===== src/rtl/lfsr_stream.sv =====
// Fibonacci LFSR that packs one emitted bit per enabled step into OUT_BITS-wide
// words delivered on a valid/ready stream. Zero-seed guard: LFSR_ZERO_GUARD_EN.
module lfsr_stream #(
  parameter int               WIDTH    = 16,
  parameter logic [WIDTH-1:0] TAPS     = WIDTH'(16'hB400),
  parameter logic [WIDTH-1:0] SEED     = WIDTH'(1),
  parameter int               OUT_BITS = 8
) (
  input  logic                clk,
  input  logic                rst_n,
  input  logic                en,
  input  logic                load,
  input  logic [WIDTH-1:0]    seed_in,
  output logic [OUT_BITS-1:0] out_data,
  output logic                out_valid,
  input  logic                out_ready,
  output logic                random_bit
`ifdef LFSR_ZERO_GUARD_EN
  ,
  output logic                lockup
`endif
);

  localparam int               CW       = (OUT_BITS > 1) ? $clog2(OUT_BITS) : 1;
  localparam logic [CW-1:0]    CNT_LAST = CW'(OUT_BITS - 1);

  logic [WIDTH-1:0]    sr_q, sr_d;
  // Only the first OUT_BITS-1 bits of a word need storing; the last bit is
  // taken straight from the register on the completing step.
  logic [OUT_BITS-2:0] acc_q, acc_d;
  logic [CW-1:0]       cnt_q, cnt_d;
  logic [OUT_BITS-1:0] out_data_q, out_data_d;
  logic                out_valid_q, out_valid_d;
  logic                random_bit_q, random_bit_d;
  logic                lockup_q, lockup_d;

  logic                last_bit;
  logic                step;
  logic                fb;
  logic                emit_bit;
  logic [OUT_BITS-1:0] word;
  logic [WIDTH-1:0]    seed_eff;

  assign last_bit = (cnt_q == CNT_LAST);
  assign step     = en && !(last_bit && out_valid_q && !out_ready);
  assign fb       = ^(sr_q & TAPS);
  assign emit_bit = sr_q[WIDTH-1];
  assign word     = {acc_q, emit_bit};

`ifdef LFSR_ZERO_GUARD_EN
  assign seed_eff = (seed_in == '0) ? SEED : seed_in;
`else
  assign seed_eff = seed_in;
`endif

  // NOTE: every always_comb output gets a hold/default value before any branch;
  // a path that leaves one unassigned would infer a latch.
  always_comb begin
    sr_d         = sr_q;
    acc_d        = acc_q;
    cnt_d        = cnt_q;
    out_data_d   = out_data_q;
    out_valid_d  = out_valid_q;
    random_bit_d = random_bit_q;
    lockup_d     = 1'b0;

    if (load) begin
      sr_d        = seed_eff;
      acc_d       = '0;
      cnt_d       = '0;
      out_valid_d = 1'b0;
      lockup_d    = (seed_in == '0);
    end else begin
      if (out_valid_q && out_ready) begin
        out_valid_d = 1'b0;
      end
      if (step) begin
        sr_d         = {sr_q[WIDTH-2:0], fb};
        acc_d        = word[OUT_BITS-2:0];
        random_bit_d = emit_bit;
        cnt_d        = last_bit ? '0 : cnt_q + CW'(1);
        // A completing step may coincide with a consume: valid stays high.
        if (last_bit) begin
          out_data_d  = word;
          out_valid_d = 1'b1;
        end
      end
    end
  end

  // NOTE: state registers use non-blocking assignments so every flop samples
  // the pre-edge value of its inputs regardless of statement order.
  always_ff @(posedge clk or negedge rst_n) begin
    if (!rst_n) begin
      sr_q         <= SEED;
      acc_q        <= '0;
      cnt_q        <= '0;
      out_data_q   <= '0;
      out_valid_q  <= 1'b0;
      random_bit_q <= 1'b0;
      lockup_q     <= 1'b0;
    end else begin
      sr_q         <= sr_d;
      acc_q        <= acc_d;
      cnt_q        <= cnt_d;
      out_data_q   <= out_data_d;
      out_valid_q  <= out_valid_d;
      random_bit_q <= random_bit_d;
      lockup_q     <= lockup_d;
    end
  end

  assign out_data   = out_data_q;
  assign out_valid  = out_valid_q;
  assign random_bit = random_bit_q;

`ifdef LFSR_ZERO_GUARD_EN
  assign lockup = lockup_q;
`else
  // Without the guard the pulse has no consumer.
  logic unused_lockup;
  assign unused_lockup = lockup_q;
`endif

endmodule


===== config.mk =====
export PLATFORM = sky130hd
export DESIGN_NAME = lfsr_stream
export DESIGN_NICKNAME = d
export VERILOG_FILES = /design/src/rtl/lfsr_stream.sv
export SDC_FILE = /design/constraint.sdc
export NUM_CORES = 1
export LEC_CHECK = 0
export ABC_AREA = 1
export BUFFER_PORTS_ARGS = -buffer_cell sky130_fd_sc_hd__clkbuf_2
export CAP_MARGIN = 20
export CORE_MARGIN = 5
export CORE_UTILIZATION = 58
export CTS_CLUSTER_DIAMETER = 50
export DETAILED_ROUTE_END_ITERATION = 8
export GPL_TIMING_DRIVEN = 0
export PLACE_DENSITY = 0.82
export SYNTH_ARGS = -nofsm -noshare
export SYNTH_HDL_FRONTEND = slang
export SYNTH_SLANG_ARGS = --single-unit

===== constraint.sdc =====
create_clock -name clk -period 3.1 [get_ports clk]
set_input_delay 0.31 -clock clk [delete_from_list [all_inputs] [get_ports clk]]
set_output_delay 0.31 -clock clk [all_outputs]
set_load 0.02 [all_outputs]

==> metrics.md, run 1 <==
| Metric | Value |
|---|---|
| Routed wl met2 | 1490 um |
| PortBufs | 30 |
| Power Internal | 0.647 mW |
| Crit Path Max Fanout | 8 |
| H-Tree Depth | 2 |
| Vias per cell | 5.08 |
| DRT antenna net count | 0 |
| Worst-case clock buffer depth | 2 |
| Clock skew | 0.0146 ns |
| Max IR drop VDD | 0.396 mV |
| Post-place setup slack | 1.37 ns |
| WHS | 0.0432 ns |
| Final #Nets | 256 |
| Max cap viols | 0 |
| Crit. path cell count | 8 |
| CP required | 3.34 ns |
| Dpl hpwl | 2320 um |
| Critical path class | register to register |
| Synth Area in Adders | 1.54% |
| Slew headroom | 43.5% |
| Clk network pwr share | 30.2% |
| Clk sinks | 36 |
| Min cycle time layout | 1.73 ns |
| FMAX | 0.576 GHz |
| # fillers | 238 |
| Arr. time, crit path | 1.97 ns |
| Inserted Clock Buffers | 5 |
| CTS tree | yes |
| Die width | 63.0 um |
| Final Slew Violations | 0 |
| Count of final setup violators | 0 |
| Outcome | finished clean |
| CTS clock-pin slew for the worst setup and hold paths | 0.11 ns |
| First-pass GRT wire length | 5740 um |
| Mapped Area | 1630 um2 |
| Die height | 63.0 um |
| Multiplexer area fraction after synthesis | 0% |
| Synthesized flop and latch total | 36 |
| Sequential cell area fraction in the yosys report | 55.4% |
| RSZ-0062 raised after global routing | no |
| Initial core utilization | 59.5% |
| Synth Area in XOR/XNOR | 0% |
| Cell at the slowest stage of the critical path | dfrtp_1 |
| Vias in the first global route | 1,339 |
| RR Startpoint | cnt_q[0]$_DFFE_PN0P_ |
| Crit path buffers/inverters | 0 |
| Post-CTS sizing | 0 |
| M1 WL | 1530 um |
| All-Layer GR Usage | 18.5% |
| Most used DFF post-synth | dfrtp_1 |
| Worst-Skew Late Latency | 0.35 ns |
| Syn Nets | 219 |
| Total Wirelength | 3260 um |
| Full die area | 3970 um2 |
| Ratio of cells with drive above 1 in the final layout | 22.2% |
| Post-CTS Setup Bufs | 0 |
| Slew @ Worst Pin | 0.848 ns |
| Largest family of logic cells by synthesized area | simple AND/OR/NAND/NOR gates |
| Post-synthesis compound-gate area fraction | 2.08% |
| GP Congestion | 0.752 |
| Total negative slack | 0 ns |
| Combinational share of power | 11.5% |
| Yosys warns | 0 |
| Io pins | 31 |
| Post-Syn Instances | 196 |
| Initial drt markers | 51 |
| Core box area | 2730 um2 |
| Top layer reached by signal wires | met4 |
| CTS Hold Bufs | 0 |
| N_diodes | 0 |
| Fraction of registers with async set/reset | 100% |
| CP most frequent cell | nand2_1 |
| Top-count cell post-synth | nand2_1 |
| Routed len/inst | 12.3 um |
| P_leak | 1.08 nW |
| Vias after detailed routing | 1,347 |
| Final period utilization | 56.0% |
| Final Worst Setup Slack | 1.37 ns |
| Layout area overhead | 15.4% |
| Critical Path Source Type | register |
| Power per cell area | 474 nW/um2 |
| CP peak stage delay | 0.41 ns |
| Setup crit end kind | register |
| DRC viols | 0 |
| Antenna violations before repair | 0 |
| Final hold vios | 0 |
| Reg power frac | 58.4% |
| Post-synth top cells | 110 x nand2_1, 35 x dfrtp_1, 23 x nand3_1 |
| Total grt overflow | 0 |
| Number of synthesized flops with an enable pin | 0 |
| Syn_area_per_cell | 8.31 um2 |
| Post-synthesis simple-gate area fraction | 35.4% |
| Sw Pwr | 0.244 mW |
| Synth top area share | 53.8% |
| Drt first pass iters | 4 |
| Setup crit start | cnt_q[0]$_DFFE_PN0P_ |
| Synth cell types | 17 |
| Pin count of the biggest net entering global routing | 37 |
| Root Driver | clkbuf_4 |
| Synth area leader | dfrtp_1 |
| Synth area leaders | dfrtp_1 54%, nand2_1 25%, nand3_1 7.1% |
| CP Cell Sequence | ha_1 -> ha_1 -> nand3_2 -> nand2_2 -> nor2_4 -> nand2_1 -> nand2_1 -> nand2_1 |
| Hold WC Path Type | input port to async pin |
| Std-Cell Rows | 19 |
| Reg2reg path depth | 8 |
| Sw frac | 27.4% |
| Routed length on met3 | 155 um |
| Family with the most delay on the worst path | simple AND/OR/NAND/NOR gates |
## worst reg2reg max path: stages, from the launching register on
cell and delay [ns]:
dfrtp_1 0.41, ha_1 0.20, ha_1 0.22, nand3_2 0.12
nand2_2 0.10, nor2_4 0.19, nand2_1 0.22, nand2_1 0.12
nand2_1 0.06
## layout by cell type, fill, tap and decap left out, drive strengths merged
cell and instances:
nor2 4, o21ai 1, a22oi 1, clkinv 2, a21oi 2, inv 6, dfstp 1, clkbuf 36
buf 8, nand2 111, nand3 25, dfrtp 35, ha 2
## power by group through the flow
stage | logic, mW | registers, mW | clock network (mW)
2_1_floorplan | 0.0629 | 0.525 | 0
3_3_place_gp | 0.100 | 0.527 | 0
3_5_place_dp | 0.103 | 0.529 | 0
4_1_cts | 0.104 | 0.520 | 0.275
5_1_grt | 0.120 | 0.524 | 0.302
6_report | 0.102 | 0.520 | 0.269
## kinds of logic (layout without fill, tap and decap cells)
group	after synthesis	after routing
adder cells (fa/ha/maj)	2	2
AND/OR/NAND/NOR	140	140
AO/OA/AOI/OAI	4	4
flip-flops	36	36
buffers and inverters	14	52
## final cells by class
class,count,area [um2],share of cell area (%)
inverters,6,22.5,1.20
flip-flops and latches,36,902,48.0
repair buffers,30,150,7.99
plain buffers,8,67.6,3.60
clock inverters,2,10.0,0.533
multi-input cells,146,636,33.8
well taps,31,38.8,2.07
clock buffers,6,51.3,2.73
## registers in the layout, summed over array words and instances, names as in the netlist
register	cells
sr_q	16
acc_q	7
random_bit	1
out_data	8
out_valid	1
cnt_q	3
## per-layer routing
| metal | up-vias | track usage [%] |
|---|---|---|
| met5 | - | 0 |
| met4 | 0 | 11.1 |
| met3 | 8 | 6.65 |
| met2 | 28 | 27.7 |
| met1 | 625 | 22.7 |
| li1 | 686 | - |
## through the flow
step                std cells  util (%)  power [mW]  instance area (um2)
CTS                       265      68.7       0.899                 1880
floorplan                 196         -       0.588                 1630
global placement          257      66.5       0.627                 1820
finish                    265      68.7       0.891                 1880
detailed placement        257      66.5       0.632                 1820
global route              265      68.7       0.946                 1880
## worst paths after layout
| path | end | slack, ns |
|---|---|---|
| worst max-delay path | out_data[3]$_DFFE_PN0P_ | 1.37 |
| worst min-delay path | out_data[5]$_DFFE_PN0P_ | 0.04 |
| worst max register to register | out_data[3]$_DFFE_PN0P_ | 1.37 |
| worst min register to register | sr_q[0]$_DFFE_PN1P_ | 0.48 |
| max in group asynchronous | sr_q[2]$_DFFE_PN0P_ | 2.52 |
| min in group clk | sr_q[8]$_DFFE_PN0P_ | 0.16 |
(Power assumes the default switching activity.)
==> run 2, diff against run 1 <==
--- a/config.mk
+++ b/config.mk
@@ -9,11 +9,11 @@
 export BUFFER_PORTS_ARGS = -buffer_cell sky130_fd_sc_hd__clkbuf_2
 export CAP_MARGIN = 20
 export CORE_MARGIN = 5
-export CORE_UTILIZATION = 58
+export CORE_UTILIZATION = 49
 export CTS_CLUSTER_DIAMETER = 50
 export DETAILED_ROUTE_END_ITERATION = 8
 export GPL_TIMING_DRIVEN = 0
-export PLACE_DENSITY = 0.82
+export PLACE_DENSITY = 0.74
 export SYNTH_ARGS = -nofsm -noshare
 export SYNTH_HDL_FRONTEND = slang
 export SYNTH_SLANG_ARGS = --single-unit
==> constraint.sdc (replaced) <==
create_clock -name clk -period 1.5 [get_ports clk]
set_input_delay 0.15 -clock clk [delete_from_list [all_inputs] [get_ports clk]]
set_output_delay 0.15 -clock clk [all_outputs]
set_load 0.02 [all_outputs]
==> metrics.md, run 2 (same netlist as run 1, synthesis figures left out) <==
| Metric | Value |
|---|---|
| Io pins | 31 (unchanged) |
| Die height | 67.6 um (+7.4%) |
| Clock skew | 0.0104 ns (-0.00423 ns) |
| Drt first pass iters | 4 (unchanged) |
| Final Slew Violations | 0 (unchanged) |
| H-Tree Depth | 2 (unchanged) |
| First-pass GRT wire length | 5860 um (+2.1%) |
| N_diodes | 0 (unchanged) |
| Initial core utilization | 49.6% (-10 points) |
| Clk sinks | 36 (unchanged) |
| # fillers | 289 (+21%) |
| Count of final setup violators | 5 (+5) |
| Dpl hpwl | 2180 um (-6.2%) |
| Sw Pwr | 0.510 mW (+110%) |
| CTS clock-pin slew for the worst setup and hold paths | 0.11 ns (about the same) |
| Clk network pwr share | 33.6% (+3.4 points) |
| Final Worst Setup Slack | -0.0181 ns (-1.38 ns) |
| Full die area | 4570 um2 (+15%) |
| Combinational share of power | 12.7% (+1.2 points) |
| FMAX | 0.659 GHz (+14%) |
| Sw frac | 25.5% (-1.9 points) |
| Total grt overflow | 0 (unchanged) |
| Inserted Clock Buffers | 5 (unchanged) |
| Max IR drop VDD | 0.400 mV (+1.1%) |
| PortBufs | 30 (unchanged) |
| Slew @ Worst Pin | 0.858 ns (+0.00987 ns) |
| Slew headroom | 42.8% (-0.66 points) |
| Final #Nets | 267 (+4.3%) |
| Ratio of cells with drive above 1 in the final layout | 29.8% (+7.6 points) |
| Final hold vios | 0 (unchanged) |
| Initial drt markers | 112 (+120%) |
| Total chip power | 2.00 mW (+120%) |
| RSZ-0062 raised after global routing | yes |
| Root Driver | clkbuf_4 |
| Layout area overhead | 29.1% |
| Arr. time, crit path | 1.80 ns (-0.17 ns) |
| DRT antenna net count | 0 (unchanged) |
| Failing checks | negative setup slack |
| Commonest non-fill, non-tap cell in the layout | nand2_1 |
| Max cap viols | 0 (unchanged) |
| Outcome | complete, but fails checks |
| Min cycle time layout | 1.52 ns (-0.217 ns) |
| All-Layer GR Usage | 17.3% (-1.2 points) |
| Worst-case clock buffer depth | 2 (unchanged) |
| Pin count of the biggest net entering global routing | 37 (unchanged) |
| Vias per cell | 4.74 (-6.7%) |
| Antenna violations before repair | 0 (unchanged) |
| Vias in the first global route | 1,336 (-0.22%) |
| Std-Cell Rows | 21 (+2) |
| Largest Register | sr_q |
| Most frequent cells in the layout | 105 x nand2_1, 35 x dfrtp_1, 30 x clkbuf_2, 19 x nand3_1, 7 x buf_4 |
| Final period utilization | 101% (+45 points) |
| Power Internal | 1.49 mW (+130%) |
| Vias after detailed routing | 1,380 (+2.4%) |
| DRC viols | 0 (unchanged) |
| Worst-Skew Late Latency | 0.33 ns (-0.02 ns) |
| Die width | 67.6 um (+7.4%) |
| CP required | 1.78 ns (-1.56 ns) |
| Max reg flops | 16 (unchanged) |
| Total negative slack | -0.0426 ns (-0.0426 ns) |
| Critical Path Source Type | register |
| CTS tree | yes |
| Routed len/inst | 11.5 um (-6.4%) |
| Fin util | 64.0% (-4.7 points) |
| Hold WC Path Type | input port to register |
| Power per cell area | 952 nW/um2 (+100%) |
| Critical path class | register to register |
| Crit Path Max Fanout | 8 (unchanged) |
| Setup crit end kind | register |
| P_leak | 1.16 nW (+8.3%) |
| Register area | 902 um2 (unchanged) |
| Total Wirelength | 3350 um (+2.8%) |
| Multi-input gate area | 706 um2 (+11%) |
| Reg power frac | 53.7% (-4.7 points) |
| Core box area | 3280 um2 (+20%) |
| GP Congestion | 0.765 (+1.7%) |
==> run 2: cell types whose count changed in the layout (fill, tap and decap cells not counted), moves of 2 or more <==
cell     delta
ha_1        -2
buf_8       +2
nand2_2     +2
nand3_1     -4
nand2_4     +3
nand2_1     -5
nand3_2     +3
buf_4       +6
==> run 2: final cells by class <==
cell class	instances	area share [%]
sequential	36	42.9
multi-input combinational	146	33.6
timing repair buffer	41	12.1
buffer	8	3.75
tap	46	2.74
clock inverter	3	2.02
clock buffer	5	1.79
inverter	6	1.07
==> run 2: worst paths after layout <==
path                            slack (ns)                       to                    start  cells past startpoint
worst max register to register       -0.02  out_data[6]$_DFFE_PN0P_     cnt_q[1]$_DFFE_PN0P_                      9
worst min register to register        0.48  out_data[2]$_DFFE_PN0P_  out_data[2]$_DFFE_PN0P_                      2
max in group asynchronous             0.51      sr_q[6]$_DFFE_PN0P_                    rst_n                      2
worst min-delay path                  0.03      sr_q[9]$_DFFE_PN0P_               seed_in[9]                      3
min in group asynchronous             0.45     cnt_q[0]$_DFFE_PN0P_                    rst_n                      2
worst max-delay path                 -0.02  out_data[6]$_DFFE_PN0P_     cnt_q[1]$_DFFE_PN0P_                      9
==> run 2: metrics by stage <==
stage / std cells / hold WS, ns / instance area [um2] / worst slack (ns)
floorplan: 196 / -0.146 / 1630 / 0.0149
global placement: 272 / 0.314 / 1840 / -0.126
detailed placement: 272 / 0.306 / 1840 / -0.141
CTS: 288 / 0.0126 / 2040 / -0.0123
global route: 291 / 0.0155 / 2100 / -0.0862
finish: 291 / 0.0263 / 2100 / -0.0181
==> run 2: routing by layer <==
| metal | global-route usage (%) | wire [um] | share of wire [%] |
|---|---|---|---|
| met1 | 23.2 | 1580 | 47 |
| met5 | 0 | 0 | 0 |
| met4 | 8.86 | 89 | 2.7 |
| met2 | 26.5 | 1550 | 46 |
| met3 | 3.16 | 123 | 3.7 |
==> run 2: power groups by stage <==
stage | sequential, mW | clock [mW] | combinational (mW)
2_1_floorplan | 1.09 | 0 | 0.130
3_3_place_gp | 1.09 | 0 | 0.207
3_5_place_dp | 1.09 | 0 | 0.212
4_1_cts | 1.07 | 0.693 | 0.243
5_1_grt | 1.09 | 0.721 | 0.292
6_report | 1.08 | 0.673 | 0.254
==> run 2: worst max-delay path: stages, from the launching register on <==
cell and delay [ns]:
dfrtp_1 0.40, ha_2 0.20, ha_4 0.17, nand3_4 0.10, nand2_4 0.07, nor2_4 0.11, buf_12 0.15, buf_8 0.12
nand3_1 0.07, nand2_1 0.08
==> run 2: what timing repair did <==
action	4_1_cts	5_1_grt
gates resized for setup	12	10
gates cloned	2	0
endpoints found under the setup margin	32	35
endpoints found under the hold margin	35	0
pin swaps	5	4
hold buffers	1	0
setup buffers	5	3
